===== config.mk =====
export PLATFORM = sky130hd
export DESIGN_NAME = unified_mem_arbiter
export DESIGN_NICKNAME = d
export VERILOG_FILES = /design/src/rtl/mem_arb_pkg.sv /design/src/rtl/arb_latency_counter.sv /design/src/rtl/unified_mem_arbiter.sv
export SDC_FILE = /design/constraint.sdc
export NUM_CORES = 1
export LEC_CHECK = 0
export BUFFER_PORTS_ARGS = -buffer_cell sky130_fd_sc_hd__buf_2
export CORE_MARGIN = 8
export CORE_UTILIZATION = 50
export CTS_CLUSTER_SIZE = 24
export DETAILED_ROUTE_END_ITERATION = 8
export PLACE_DENSITY = 0.84
export SLEW_MARGIN = 20
export SYNTH_ARGS = -nofsm -noshare
export SYNTH_HDL_FRONTEND = slang
export SYNTH_SLANG_ARGS = --single-unit

===== constraint.sdc =====
create_clock -name clk_i -period 4 [get_ports clk_i]
set_input_delay 0.2 -clock clk_i [delete_from_list [all_inputs] [get_ports clk_i]]
set_output_delay 0.2 -clock clk_i [all_outputs]
set_load 0.02 [all_outputs]

===== src/rtl/mem_arb_pkg.sv =====
// Shared types for the unified memory arbiter: FSM states and access owner.
package mem_arb_pkg;

   typedef enum logic [1:0] {
      ARB_IDLE,
      ARB_BUSY,
      ARB_DONE
   } arb_state_t;

   typedef enum logic {
      OWN_I,
      OWN_D
   } arb_owner_t;

endpackage


===== src/rtl/arb_latency_counter.sv =====
// Backend latency timer: cleared at grant, counts up to LATENCY and then holds.
module arb_latency_counter #(
   parameter int unsigned LATENCY = 4,
   localparam int unsigned CntW = $clog2(LATENCY + 1)
) (
   input  logic            clk_i,
   input  logic            rst_ni,
   input  logic            clr_i,
   input  logic            en_i,
   output logic [CntW-1:0] cnt_o,
   output logic            tc_o
);

   logic [CntW-1:0] cnt_q, cnt_d;

   assign tc_o  = (cnt_q == CntW'(LATENCY));
   assign cnt_o = cnt_q;

   always_comb begin
      cnt_d = cnt_q;
      if (clr_i) begin
         cnt_d = '0;
      end else if (en_i && !tc_o) begin
         cnt_d = cnt_q + 1'b1;
      end
   end

   always_ff @(posedge clk_i) begin
      if (!rst_ni) begin
         cnt_q <= '0;
      end else begin
         cnt_q <= cnt_d;
      end
   end

endmodule


===== src/rtl/unified_mem_arbiter.sv =====
// Shares one multi-cycle single-ported memory between fetch (I) and data (D) requesters.
// D wins ties, but I is forced after MAX_D_STREAK consecutive D grants while I waits.
module unified_mem_arbiter
   import mem_arb_pkg::*;
#(
   parameter int unsigned ADDR_W       = 16,
   parameter int unsigned DATA_W       = 16,
   parameter int unsigned LATENCY      = 4,
   parameter int unsigned MAX_D_STREAK = 2
) (
   input  logic              clk_i,
   input  logic              rst_ni,
   input  logic              if_req_i,
   input  logic [ADDR_W-1:0] if_addr_i,
   output logic              if_done_o,
   output logic [DATA_W-1:0] if_rdata_o,
   output logic              if_stall_o,
   input  logic              d_req_i,
   input  logic              d_wr_i,
   input  logic [ADDR_W-1:0] d_addr_i,
   input  logic [DATA_W-1:0] d_wdata_i,
   output logic              d_done_o,
   output logic [DATA_W-1:0] d_rdata_o,
   output logic              d_stall_o,
   output logic              mem_en_o,
   output logic              mem_wr_o,
   output logic [ADDR_W-1:0] mem_addr_o,
   output logic [DATA_W-1:0] mem_wdata_o,
   input  logic [DATA_W-1:0] mem_rdata_i,
   output logic              busy_o
);

   localparam int unsigned CntW = $clog2(LATENCY + 1);
   localparam int unsigned StrW = $clog2(MAX_D_STREAK + 1);

   arb_state_t        state_q, state_d;
   arb_owner_t        owner_q, owner_d;
   logic              wr_q, wr_d;
   logic [ADDR_W-1:0] addr_q, addr_d;
   logic [DATA_W-1:0] wdata_q, wdata_d;
   logic [DATA_W-1:0] if_rdata_q, if_rdata_d;
   logic [DATA_W-1:0] d_rdata_q, d_rdata_d;
   logic [StrW-1:0]   streak_q, streak_d;

   logic            cnt_clr, cnt_en, cnt_tc;
   logic [CntW-1:0] cnt;
   logic            in_busy;
   logic            streak_full;

   arb_latency_counter #(
      .LATENCY (LATENCY)
   ) u_cnt (
      .clk_i  (clk_i),
      .rst_ni (rst_ni),
      .clr_i  (cnt_clr),
      .en_i   (cnt_en),
      .cnt_o  (cnt),
      .tc_o   (cnt_tc)
   );

   assign streak_full = (streak_q == StrW'(MAX_D_STREAK));

   always_comb begin
      state_d    = state_q;
      owner_d    = owner_q;
      wr_d       = wr_q;
      addr_d     = addr_q;
      wdata_d    = wdata_q;
      if_rdata_d = if_rdata_q;
      d_rdata_d  = d_rdata_q;
      streak_d   = streak_q;
      cnt_clr    = 1'b0;
      cnt_en     = 1'b0;
      unique case (state_q)
         ARB_IDLE: begin
            if (if_req_i || d_req_i) begin
               cnt_clr = 1'b1;
               state_d = ARB_BUSY;
               if (d_req_i && !(if_req_i && streak_full)) begin
                  owner_d = OWN_D;
                  wr_d    = d_wr_i;
                  addr_d  = d_addr_i;
                  wdata_d = d_wdata_i;
                  // Streak only measures how long a waiting I port has been passed over.
                  if (!if_req_i) begin
                     streak_d = '0;
                  end else if (!streak_full) begin
                     streak_d = streak_q + 1'b1;
                  end
               end else begin
                  owner_d  = OWN_I;
                  wr_d     = 1'b0;
                  addr_d   = if_addr_i;
                  wdata_d  = '0;
                  streak_d = '0;
               end
            end
         end
         ARB_BUSY: begin
            cnt_en = 1'b1;
            if (cnt_tc) begin
               state_d = ARB_DONE;
               if (!wr_q) begin
                  if (owner_q == OWN_D) begin
                     d_rdata_d = mem_rdata_i;
                  end else begin
                     if_rdata_d = mem_rdata_i;
                  end
               end
            end
         end
         ARB_DONE: state_d = ARB_IDLE;
         default:  state_d = ARB_IDLE;
      endcase
   end

   always_ff @(posedge clk_i) begin
      if (!rst_ni) begin
         state_q    <= ARB_IDLE;
         owner_q    <= OWN_I;
         wr_q       <= 1'b0;
         addr_q     <= '0;
         wdata_q    <= '0;
         if_rdata_q <= '0;
         d_rdata_q  <= '0;
         streak_q   <= '0;
      end else begin
         state_q    <= state_d;
         owner_q    <= owner_d;
         wr_q       <= wr_d;
         addr_q     <= addr_d;
         wdata_q    <= wdata_d;
         if_rdata_q <= if_rdata_d;
         d_rdata_q  <= d_rdata_d;
         streak_q   <= streak_d;
      end
   end

   // Backend signals are driven only while an access is in flight, otherwise held at zero.
   assign in_busy     = (state_q == ARB_BUSY);
   assign mem_en_o    = in_busy && (cnt == '0);
   assign mem_wr_o    = in_busy && wr_q;
   assign mem_addr_o  = in_busy ? addr_q : '0;
   assign mem_wdata_o = in_busy ? wdata_q : '0;

   assign if_done_o  = (state_q == ARB_DONE) && (owner_q == OWN_I);
   assign d_done_o   = (state_q == ARB_DONE) && (owner_q == OWN_D);
   assign if_stall_o = if_req_i && !if_done_o;
   assign d_stall_o  = d_req_i && !d_done_o;
   assign if_rdata_o = if_rdata_q;
   assign d_rdata_o  = d_rdata_q;
   assign busy_o     = (state_q != ARB_IDLE);

endmodule


* Yosys cells after proc, flatten, opt, wreduce, memory -nomap -nowiden
Index checks and enable logic that the tools add are counted.
** Storage, ports and cells
- Flip-flop bits (word level) :: 73
- Bits in latches :: 0
- RAM bits :: 0
- Memory bits (read-only) :: 0
- Input bits :: 69
- Output and inout bits :: 71
- Logic and storage cells :: 59
- Memories kept :: 0
** Cells by class
- Add/subtract/negate cells :: 2
- Multiply operators :: 0
- Div/mod/pow operators :: 0
- Order comparisons :: 0
- Equality and inequality tests :: 7
- Shifts and indexed selects :: 0
- Multiplexer cells :: 15
- Bitwise gates (word level) :: 3
- Reductions and logical operators :: 23
** Operators with widths (number)
- $mux 16 :: 4
- $mux 2 :: 5
- $logic_and 1x1->1 :: 9
- $reduce_and 4->1 :: 2
- $mux 1 :: 5
- $eq 2x2->1 const B :: 2
- $logic_not 1->1 :: 4
- $pmux 2 s2 :: 1
- $reduce_and 2->1 :: 2
- $add 3x1->3 const B :: 1
- $eq 3x3->1 const B :: 1
- $logic_not 3->1 :: 1
- $ne 3x3->1 const B :: 1
- $not 1->1 :: 3
- $reduce_and 3->1 :: 1
- $add 2x1->2 const B :: 1
- $eq 2x1->1 const B :: 1
- $logic_not 2->1 :: 1
- $ne 2x1->1 const B :: 1
- $ne 2x2->1 const B :: 1
- $reduce_bool 2->1 :: 1
- $reduce_or 2->1 :: 1
- $logic_or 1x1->1 :: 1

* Longest topological paths before layout
Gate-level depths: netlist (run 1).
- Word-level depth :: 6
- Depth in mapped cells :: 7
- Mapped depth without buffers :: 5

* Hierarchy
Synthesis (run 1) repeated with hierarchy kept, for this count alone.
** Second synthesis, totals
- Cells, all modules :: 344
- Area, all modules :: 3228.1 µm²
** Modules (own cells, without submodules)
- unified_mem_arbiter :: times used 1, cells an instance 326, area an instance 3040.4 µm², seq. area each 1401.3 µm²
- arb_latency_counter :: times used 1, cells an instance 18, area an instance 187.7 µm², seq. area each 60.1 µm²

* Worst setup path after synthesis (run 1)
Ideal clock, no wire load.
- Kind :: reg2reg
- Start point :: register u_cnt.cnt_q[0] (netlist: u_cnt.cnt_o[0])
- End point :: register if_rdata_q[10] (netlist: if_rdata_o[10])
- Setup time :: 0.118 ns
- Arrival :: 1.505 ns
- Data required time :: 3.882 ns
- Slack :: 2.377 ns
- Cell stages (with the launch flop) :: 8
- Buffers on the path :: 2
- Period minus slack after synthesis :: 1.623 ns
- Cells stage by stage :: dfxtp_1 inv_1 ha_1 nand2_1 or4_4 buf_6 buf_12 mux2i_1
** On the way
- Cells in the longest elaborated chain, start to end :: 2
** Ends and longest elaborated chain
- start: declaration :: line arb_latency_counter.sv:14 : logic [CntW-1:0] cnt_q, cnt_d;
- start signal: assignment :: line arb_latency_counter.sv:32 : cnt_q <= cnt_d;
- $eq 3x3->1 :: line arb_latency_counter.sv:16 : assign tc_o = (cnt_q == CntW'(LATENCY));
- $reduce_and 4->1 (no source line)
- end signal: assignment :: line unified_mem_arbiter.sv:133 : if_rdata_q <= if_rdata_d;
- end: declaration :: line unified_mem_arbiter.sv:41 : logic [DATA_W-1:0] if_rdata_q, if_rdata_d;
Every way passes these cells.
A chain may end at the register's enable or synchronous reset.

* Worst setup path in the final report (run 1)
- Start point :: register state_q[0]
- End point :: output port mem_addr_o[1]
** On the way
- Cells in the longest elaborated chain, start to end :: 2
** Ends and longest elaborated chain
- start: declaration :: line unified_mem_arbiter.sv:36 : arb_state_t state_q, state_d;
- start signal: assignment :: line unified_mem_arbiter.sv:128 : state_q <= state_d;
- $eq 2x1->1 :: line unified_mem_arbiter.sv:140 : assign in_busy = (state_q == ARB_BUSY);
- $mux 16 :: line unified_mem_arbiter.sv:143 : assign mem_addr_o = in_busy ? addr_q : '0;
- end: declaration :: line unified_mem_arbiter.sv:27 : output logic [ADDR_W-1:0] mem_addr_o,
Every way passes these cells.

==> flow_summary.yaml, run 1 <==
run_status:
  outcome: "finished, final reports clean"
floorplanning:
  die-width_microns: 94.8
  start_util_pct: 52.1
  core-area_sq_um: 5960
  dieHeight_microns: 94.8
  design.die.area_sq_um: 8980
  fp-row-count: 28
  io_pins: 140
clock_network:
  cts.repair_timing.setup_buffer_count: 0
  cts_resized: 0
  clk-insertion-delay-late_ns: 0.33
  clk_root_buffer_cell: "clkbuf_8"
  clock_tree.buffer_depth: 2
  clkSinkCount: 73
  tritoncts: "built"
  numCtsBuffers: 9
  clk_pin_slew_worst_paths_ns: 0.07
  cts-htree-levels: 3
  postCtsHoldBufs: 0
global_routing:
  via_count_of_the_first_global_routing_pass: 2799
  total_gr_overflow: 0
  grt_first_pass_wirelength_mm: 12.9
  grt_use_total_pct: 17.7
  grt_start_max_net_pins: 49
  initial_antenna_violation_count: 0
pwr:
  cellLeakagePower_nw: 2.05
  clock_network_fraction_of_design_power_pct: 40.6
  p_seq_share_pct: 47.4
  p_int_w: 0.00124
  power-per-cell-area_nw_per_um2: 403
  power_switching_share_pct: 24.0
  comb_power_share_pct: 12.0
  fin_total_pwr_w: 0.00163
  p_sw_w: 0.000393
  vdd.ir_drop.worst_uv: 291
timing:
  hold-worst-slack_ns: 0.0771
  final_min_period_over_clock_period_pct: 50.8
  maxClockFrequency_mhz: 492
  worst_slew_margin_rel_pct: 51.4
  timing_hold_violations_final: 0
  finalSetupViolations: 0
  worst_slew_pin_slew_ns: 0.727
  timing.clock.skew_ns: 0.00800
  tns_ns: 0
  finalMaxSlewViolations: 0
  rsz0062_at_grt: "false"
  finalWorstPathRequiredPeriod_ns: 2.03
worst_setup_path:
  worst_ep_arrival_time_ns: 1.83
  critical_path_launch_point_type: "register"
  slowest_stage: "nor2b_4"
  worstPathCellList: "nor2b_4, and2_1, buf_2"
  worst-path-max-fanout: 38
  worst_setup_path_end_kind: "output pin"
  timing_worst_setup_path_type: "reg -> out"
  worst_path_largest_cell_delay_ns: 0.64
  critPathRequiredTime_ns: 3.80
layout:
  final_cell_mix: "buf_2 (139), nand2_1 (81), dfxtp_1 (73), and2_1 (35), mux2i_1 (32)"
  area.growth.synth_to_final_pct: 30.6
  antenna_cells_inserted: 0
  non_filler_cells_final: 546
  final_net_count: 538
  post_route_cells_drive_above_1_share_pct: 35.0
  final_common_cell: "buf_2"
placed_design:
  placed_cells_incl_taps: 530
  place.port_buffers: 139
  globalplace.congestion: 0.747
  dpl.hpwl_mm: 5.97
routing:
  routed_wirelength_mm: 8.17
  vias_per_inst: 5.17
  routed-via-count: 2822
  route.antenna.remaining_nets: 0
  drc: 0
  drt_iter0_drc: 94
  detail_route.first_pass.iterations: 4
  wl_per_cell_microns: 15.0
synthesis:
  yosysSeqAreaShare_pct: 47.1
  distinct_cell_type_count_after_synthesis: 31
  synthesized_cell_area_sq_um: 3100
  ys_top_cells_by_area: "dfxtp_1 (47%), mux2i_1 (10%), nand2_1 (9.8%)"
  yosys_register_bits: 73
  yosys_warnings: 0
  avgSynthCellArea_sq_um: 9.15
  synthDominantCellAreaShare_pct: 47.1
  syn-instance-count: 339
  syn_nets: 411
  yosys.area.top_type: "dfxtp_1"
hold_path:
  worstHoldPathType: "in -> reg"
flow_run:
  timing.max_cap.violations: 0
[routing by layer]
| metal | up-vias | GRT usage (%) | share of wire (%) |
|---|---|---|---|
| li1 | 1413 | - | - |
| met1 | 1288 | 22.1 | 44 |
| met2 | 119 | 27.0 | 45 |
| met3 | 2 | 8.10 | 11 |
| met4 | 0 | 4.68 | 0.39 |
| met5 | - | 0 | 0 |
[power groups by stage]
| stage | clock [W] | combinational (W) | sequential [W] |
|---|---|---|---|
| 2_1_floorplan | 0 | 0.000126 | 0.000785 |
| 3_3_place_gp | 0 | 0.000192 | 0.000789 |
| 3_5_place_dp | 0 | 0.000195 | 0.000790 |
| 4_1_cts | 0.000678 | 0.000196 | 0.000774 |
| 5_1_grt | 0.000711 | 0.000217 | 0.000777 |
| 6_report | 0.000662 | 0.000197 | 0.000774 |
[worst paths after layout]
check | startpoint | endpoint | slack (ns) | cells past startpoint
worst max-delay path | state_q[0] | mem_addr_o[1] | 1.97 | 3
worst min-delay path | d_wdata_i[8] | wdata_q[8] | 0.08 | 2
worst min register to register | d_rdata_o[0] | d_rdata_o[0] | 0.46 | 2
worst max register to register | streak_q[0] | streak_q[1] | 1.98 | 5
[final cells by class]
type                            count  area, sq um
Tap cell                           75         93.8
Clock inverter                      4         73.8
Fill cell                         484         1910
Sequential cell                    73         1460
Multi-Input combinational cell    232         1500
Inverter                            7         26.3
Timing Repair Buffer              143          726
Clock buffer                       12          165
[cells by family (layout without fill, tap and decap cells)]
logic type | after synthesis | after routing | share of synthesized area, %
adders and majority gates | 3 | 3 | 1.21
muxes | 32 | 32 | 10.3
DFF | 73 | 73 | 47.1
AOI/OAI and AO/OA | 62 | 62 | 14.8
buffers and inverters | 34 | 166 | 5.12
and+or+nand+nor | 135 | 135 | 21.5
[stage by stage]
step	utilization, %	setup WS, ns	area (sq um)
global placement	63.7	1.78	3800
global route	68.0	1.82	4050
detailed placement	63.7	1.74	3800
finish	68.0	1.97	4050
floorplan	-	2.38	3100
CTS	67.8	1.56	4040
[critical path, delay by kind of cell (launching register included)]
family        cells  cell delay, ns
simple gates      2            0.88
flops             1            0.44
buf+inv           1            0.17
[sequential cells by signal (all words and copies together), names as in the netlist]
signal / count
u_cnt.cnt_o: 3
streak_q: 2
wdata_q: 16
state_q: 2
d_rdata_o: 16
owner_q: 1
if_rdata_o: 16
wr_q: 1
addr_q: 16
[cells in the mapped netlist (all sizes together)]
library cell	instances
a21bo	1
a21boi	1
a21o	2
a21oi	20
a22o	18
a22oi	1
a311oi	16
a32o	1
and2	35
and4b	1
buf	7
clkbuf	20
dfxtp	73
ha	3
inv	7
mux2i	32
nand2	81
nand2b	1
nand3	2
nor2	2
nor2b	4
nor3	3
nor3b	3
nor4	1
o21ai	2
or2	1
or4	1
Power figures use the tool's default switching activity.
==> run 2: changes to the inputs <==
--- a/config.mk
+++ b/config.mk
@@ -7,10 +7,10 @@
 export LEC_CHECK = 0
 export BUFFER_PORTS_ARGS = -buffer_cell sky130_fd_sc_hd__buf_2
 export CORE_MARGIN = 8
-export CORE_UTILIZATION = 50
+export CORE_UTILIZATION = 47
 export CTS_CLUSTER_SIZE = 24
 export DETAILED_ROUTE_END_ITERATION = 8
-export PLACE_DENSITY = 0.84
+export PLACE_DENSITY = 0.8
 export SLEW_MARGIN = 20
 export SYNTH_ARGS = -nofsm -noshare
 export SYNTH_HDL_FRONTEND = slang
==> constraint.sdc (replaced) <==
create_clock -name clk_i -period 2.1 [get_ports clk_i]
set_input_delay 0.105 -clock clk_i [delete_from_list [all_inputs] [get_ports clk_i]]
set_output_delay 0.105 -clock clk_i [all_outputs]
set_load 0.02 [all_outputs]
==> run 2 against run 1 <==
Global-route usage grew 0.16 points; highest routed layer unchanged; combinational power is 110% higher; hold slack worse by 0.048 ns; via count up 4.8%.
==> flow_summary.yaml, run 2 (synthesis gave the netlist of run 1 again) <==
run_status:
  outcome: "finished, final reports clean"
floorplanning:
  start_util_pct: 48.8
  io_pins: 140
  core-area_sq_um: 6350
  design.die.area_sq_um: 9450
  dieHeight_microns: 97.2
  die-width_microns: 97.2
  fp-row-count: 29
layout:
  layout.filler_cells: 522
  final_net_count: 562
  final_common_cell: "buf_2"
  area.growth.synth_to_final_pct: 35.1
  final_cell_mix: "buf_2 (139), nand2_1 (81), dfxtp_1 (73), and2_1 (35), mux2i_1 (32)"
  post_route_cells_drive_above_1_share_pct: 33.9
global_routing:
  grt_first_pass_wirelength_mm: 14.3
  initial_antenna_violation_count: 1
  grt_start_max_net_pins: 49
  grt_use_total_pct: 17.9
  via_count_of_the_first_global_routing_pass: 3081
  total_gr_overflow: 0
routing:
  vias_per_inst: 5.16
  wl_per_cell_microns: 15.1
  route.antenna.remaining_nets: 0
  drc: 0
  routed-via-count: 2958
  routed_wirelength_mm: 8.65
  detail_route.first_pass.iterations: 4
  drt_iter0_drc: 146
timing:
  maxClockFrequency_mhz: 536
  tns_ns: 0
  final_min_period_over_clock_period_pct: 88.8
  worst_slew_margin_rel_pct: 58.8
  postLayoutSetupSlackWorst_ns: 0.235
  finalMaxSlewViolations: 0
  timing_hold_violations_final: 0
  rsz0062_at_grt: "false"
  finalSetupViolations: 0
  finalWorstPathRequiredPeriod_ns: 1.87
  worst_slew_pin_slew_ns: 0.619
  timing.clock.skew_ns: 0.00645
worst_setup_path:
  worst-path-max-fanout: 27
  reg2reg_depth: 5
  worstPathCellList: "nor2b_2, buf_12, and2_1, buf_2"
  worst_path_largest_cell_delay_ns: 0.45
  worst_setup_path_end_kind: "output pin"
  slowest_stage: "nor2b_2"
  critPathRequiredTime_ns: 2.00
  critical_path_buf_inv_count: 2
  path_delay_family: "simple AND/OR/NAND/NOR gates"
  timing.rr.end: "if_rdata_o[14]"
  worst_ep_arrival_time_ns: 1.76
  regToRegStartpoint: "u_cnt.cnt_o[0]"
  critical_path_launch_point_type: "register"
  timing_worst_setup_path_type: "reg -> out"
  reg2reg_slack_ns: 0.37
clock_network:
  numCtsBuffers: 9
  clock_tree.buffer_depth: 2
  clkSinkCount: 73
  clk_pin_slew_worst_paths_ns: 0.07
  clk-insertion-delay-late_ns: 0.33
  clk_root_buffer_cell: "clkbuf_8"
  tritoncts: "built"
  cts-htree-levels: 3
placed_design:
  globalplace.congestion: 0.753
  place.port_buffers: 139
  dpl.hpwl_mm: 6.15
  placement.setup.worst_slack_ns: 0.388
flow_run:
  timing.max_cap.violations: 0
hold_path:
  worstHoldPathType: "in -> reg"
  hold_path_startpoint: "if_addr_i[7]"
  whs_path_depth: 3
  hold-path-endpoint: "addr_q[7]"
pwr:
  cellLeakagePower_nw: 2.11
  vdd.ir_drop.worst_uv: 603
  power-per-cell-area_nw_per_um2: 666
## run 2: worst min-delay path, cell delays in order
cell and delay, ns:
buf_2 0.09, nand2_1 0.04, a311oi_1 0.07
## run 2: per-stage QoR
step / utilization [%] / total power, W / hold slack, ns / cell area (sq um) / instances
6_report: 66.0 / 0.00279 / 0.0288 / 4190 / 573
5_1_grt: 66.0 / 0.00294 / 0.0270 / 4190 / 573
4_1_cts: 66.0 / 0.00282 / 0.0168 / 4190 / 572
3_5_place_dp: 60.8 / 0.00190 / 0.321 / 3860 / 539
3_3_place_gp: 60.8 / 0.00189 / 0.314 / 3860 / 539
2_1_floorplan: - / 0.00173 / 0.231 / 3100 / 339
## run 2: repair_timing
| action | in CTS | in global routing |
|---|---|---|
| endpoints found under the hold margin | 17 | 0 |
| buffers inserted | 0 | 0 |
| hold buffers | 17 | 0 |
| resized for setup | 0 | 0 |
## run 2: worst max-delay path by stage
stage	endpoint	slack, ns	depth (start not counted)	start
final	mem_wdata_o[1]	0.23	4	state_q[0]
after global routing	mem_wdata_o[1]	0.09	4	state_q[0]
after CTS	mem_addr_o[10]	0.22	4	state_q[0]
after detailed placement	if_rdata_o[14]	0.39	5	u_cnt.cnt_o[0]
after global placement	if_rdata_o[10]	0.47	5	u_cnt.cnt_o[0]
after floorplan	if_rdata_o[10]	0.48	7	u_cnt.cnt_o[0]
## run 2: power by group
group / internal, W / switching [W]
registers: 0.00144 / 0.0000321
clock network: 0.000422 / 0.000479
logic: 0.000187 / 0.000231
## run 2: cell type report
type	instances	area [sq um]	area share, %
multi-input combinational	232	1490	35.5
sequential	73	1460	34.9
clock inverter	4	20.0	0.478
tap	77	96.3	2.30
inverter	7	26.3	0.627
clock buffer	12	135	3.22
antenna	1	2.50	0.0597
timing repair buffer	167	961	22.9
## run 2: layer usage
metal | wire (microns) | track usage [%] | vias to the layer above
met5 | 0 | 0 | -
met4 | 99 | 7.23 | 0
met3 | 925 | 7.47 | 8
met2 | 3840 | 27.9 | 142
met1 | 3790 | 21.1 | 1348
li1 | - | - | 1460
==> run 3: changes to the inputs <==
--- a/config.mk
+++ b/config.mk
@@ -5,12 +5,14 @@
 export SDC_FILE = /design/constraint.sdc
 export NUM_CORES = 1
 export LEC_CHECK = 0
+export ABC_AREA = 1
 export BUFFER_PORTS_ARGS = -buffer_cell sky130_fd_sc_hd__buf_2
+export CORE_ASPECT_RATIO = 0.75
 export CORE_MARGIN = 8
-export CORE_UTILIZATION = 47
+export CORE_UTILIZATION = 48
 export CTS_CLUSTER_SIZE = 24
 export DETAILED_ROUTE_END_ITERATION = 8
-export PLACE_DENSITY = 0.8
+export PLACE_DENSITY = 0.79
 export SLEW_MARGIN = 20
 export SYNTH_ARGS = -nofsm -noshare
 export SYNTH_HDL_FRONTEND = slang
==> run 3 against run 2 <==
Wire length increased by 7.8%; clock power increased by 12%; global-route usage increased by 0.26 points; first-iteration DRC count increased by 45%; non-clock buffer count decreased by 9; critical path type is now reg -> reg.
==> flow_summary.yaml, run 3 <==
run_status:
  outcome: "finished, final reports clean"
global_routing:
  grt_first_pass_wirelength_mm: 15.6
  initial_antenna_violation_count: 0
  total_gr_overflow: 0
  grt_start_max_net_pins: 49
  grt_use_total_pct: 18.1
  via_count_of_the_first_global_routing_pass: 3446
synthesis:
  synthDominantCellAreaShare_pct: 42.0
  syn_nets: 580
  yosysSeqAreaShare_pct: 42.0
  yosys_warnings: 0
  ys_top_cells_by_area: "dfxtp_1 (42%), nand2_1 (11%), nand3_1 (9.8%)"
  ys_top_cells_by_count: "nand2_1 (101), nor2_1 (86), inv_1 (76)"
  avgSynthCellArea_sq_um: 6.85
  yosys_most_used_dff: "dfxtp_1"
  yosys.cell_count.top_type: "nand2_1"
  synthesized_cell_area_sq_um: 3480
  distinct_cell_type_count_after_synthesis: 25
  synth_edf_count: 0
  yosys.area.top_type: "dfxtp_1"
  syn-instance-count: 508
  yosys_register_bits: 73
  async_flop_share_pct: 0
routing:
  wl_per_cell_microns: 12.4
  routed.top_layer: "met4"
  met3RoutedLength_microns: 841
  route.antenna.remaining_nets: 0
  drt_iter0_drc: 212
  routed_wirelength_mm: 9.33
  routed-via-count: 3535
  routed-wl-met2_mm: 4.31
  vias_per_inst: 4.68
  drt-met1-wl_mm: 4.06
  detail_route.first_pass.iterations: 4
  drc: 0
placed_design:
  dpl.hpwl_mm: 6.78
  dpl-instance-area_sq_um: 4190
  place.port_buffers: 139
  globalplace.congestion: 0.783
worst_setup_path:
  worst_path_largest_cell_delay_ns: 0.41
  crit_top_cell: "nand2_2"
  worst_ep_arrival_time_ns: 1.92
  critical_path_cell_count: 7
  timing_worst_setup_path_type: "reg -> reg"
  worst-path-max-fanout: 18
  path_delay_family: "simple AND/OR/NAND/NOR gates"
  reg2reg_depth: 7
  critical_path_launch_point_type: "register"
  critPathRequiredTime_ns: 2.36
  worst_setup_path_end_kind: "register"
  slowest_stage: "nor2_4"
  worstPathCellList: "inv_1, ha_1, nand2_2, nand2_2, nor2_4, nand2_1, o21ai_0"
  critical_path_buf_inv_count: 1
layout:
  multiInputGateArea_sq_um: 1550
  final_cell_area_sq_um: 4510
  layout.filler_cells: 669
  final_cell_mix: "buf_2 (139), nand2_1 (101), nor2_1 (85), inv_1 (76), dfxtp_1 (73)"
  final-seq-area_sq_um: 1460
  final_common_cell: "buf_2"
  area.growth.synth_to_final_pct: 29.5
  post_route_cells_drive_above_1_share_pct: 28.1
  antenna_cells_inserted: 0
  final_net_count: 721
clock_network:
  cts_resized: 0
  clk-insertion-delay-late_ns: 0.34
  clk_root_buffer_cell: "clkbuf_8"
  clk_pin_slew_worst_paths_ns: 0.07
  tritoncts: "built"
  numCtsBuffers: 9
  clkSinkCount: 73
  clock_tree.buffer_depth: 2
  cts-htree-levels: 3
timing:
  maxClockFrequency_mhz: 602
  worst_slew_pin_slew_ns: 0.674
  worst_slew_margin_rel_pct: 55.0
  hold-worst-slack_ns: 0.0171
  finalMaxSlewViolations: 0
  timing_hold_violations_final: 0
  finalWorstPathRequiredPeriod_ns: 1.66
  rsz0062_at_grt: "false"
  final_min_period_over_clock_period_pct: 79.1
  timing.clock.skew_ns: 0.0128
  finalSetupViolations: 0
  tns_ns: 0
pwr:
  cellLeakagePower_nw: 2.31
  vdd.ir_drop.worst_uv: 392
  p_int_w: 0.00210
  p_sw_w: 0.000829
  comb_power_share_pct: 15.5
  power_switching_share_pct: 28.3
  clock_network_fraction_of_design_power_pct: 34.4
  fin_total_pwr_w: 0.00293
  power-per-cell-area_nw_per_um2: 650
  p_seq_share_pct: 50.1
floorplanning:
  die-width_microns: 114
  design.die.area_sq_um: 10300
  io_pins: 140
  core-area_sq_um: 7200
  fp-row-count: 27
  start_util_pct: 48.4
  dieHeight_microns: 89.8
flow_run:
  timing.max_cap.violations: 0
hold_path:
  worstHoldPathType: "in -> reg"
  whs_path_depth: 3
==> run 3: path summary, 6_finish.rpt <==
kind / slack [ns] / startpoint / end
max: 0.44 / streak_q[0] / streak_q[0]
min reg2reg: 0.45 / addr_q[6] / addr_q[6]
max reg2reg: 0.44 / streak_q[0] / streak_q[0]
min: 0.02 / d_wdata_i[12] / wdata_q[12]
==> run 3: power by group through the flow <==
| stage | sequential, W | combinational (W) | clock, W |
|---|---|---|---|
| final | 0.00147 | 0.000453 | 0.00101 |
| after global placement | 0.00150 | 0.000423 | 0 |
| after global routing | 0.00148 | 0.000505 | 0.00110 |
| after detailed placement | 0.00150 | 0.000432 | 0 |
| after floorplan | 0.00149 | 0.000296 | 0 |
| after CTS | 0.00147 | 0.000453 | 0.00103 |
==> run 3: final cells by class <==
type | instances | share of cell area (%)
multi-input combinational | 327 | 34.4
sequential | 73 | 32.4
timing repair buffer | 158 | 19.7
inverter | 80 | 6.66
clock buffer | 12 | 3.44
tap | 101 | 2.80
clock inverter | 4 | 0.583
==> run 3: kinds of logic (layout without fill, tap and decap cells) <==
family | count (synthesis) | count (layout) | share of synthesized area [%]
and+or+nand+nor | 281 | 281 | 35.9
DFF | 73 | 73 | 42.0
buffers and inverters | 108 | 254 | 13.5
AOI/OAI and AO/OA | 43 | 43 | 7.58
adders and majority gates | 3 | 3 | 1.08
==> run 3: what timing repair did <==
action / in CTS / in global routing
hold buffers: 14 / 0
endpoints found under the hold margin: 14 / 0
buffers inserted: 0 / 0
==> run 3: per-stage QoR <==
step	instances	setup slack, ns	util (%)
final	755	0.439	62.6
after global placement	725	0.543	58.2
after CTS	755	0.440	62.6
after detailed placement	725	0.448	58.2
after floorplan	508	0.774	-
after global routing	755	0.266	62.6
==> run 3: metal layers <==
metal | up-vias | track usage (%)
li1 | 1834 | -
met1 | 1565 | 21.1
met2 | 123 | 30.2
met3 | 13 | 6.88
met4 | 0 | 5.52
met5 | - | 0
==> run 3: worst reg2reg max path: cells and delay by family (launching register included) <==
kind | cells | cell delay (ns)
and+or+nand+nor | 4 | 0.84
DFF | 1 | 0.33
adders and majority gates | 1 | 0.20
AOI/OAI and AO/OA | 1 | 0.17
buffers and inverters | 1 | 0.06
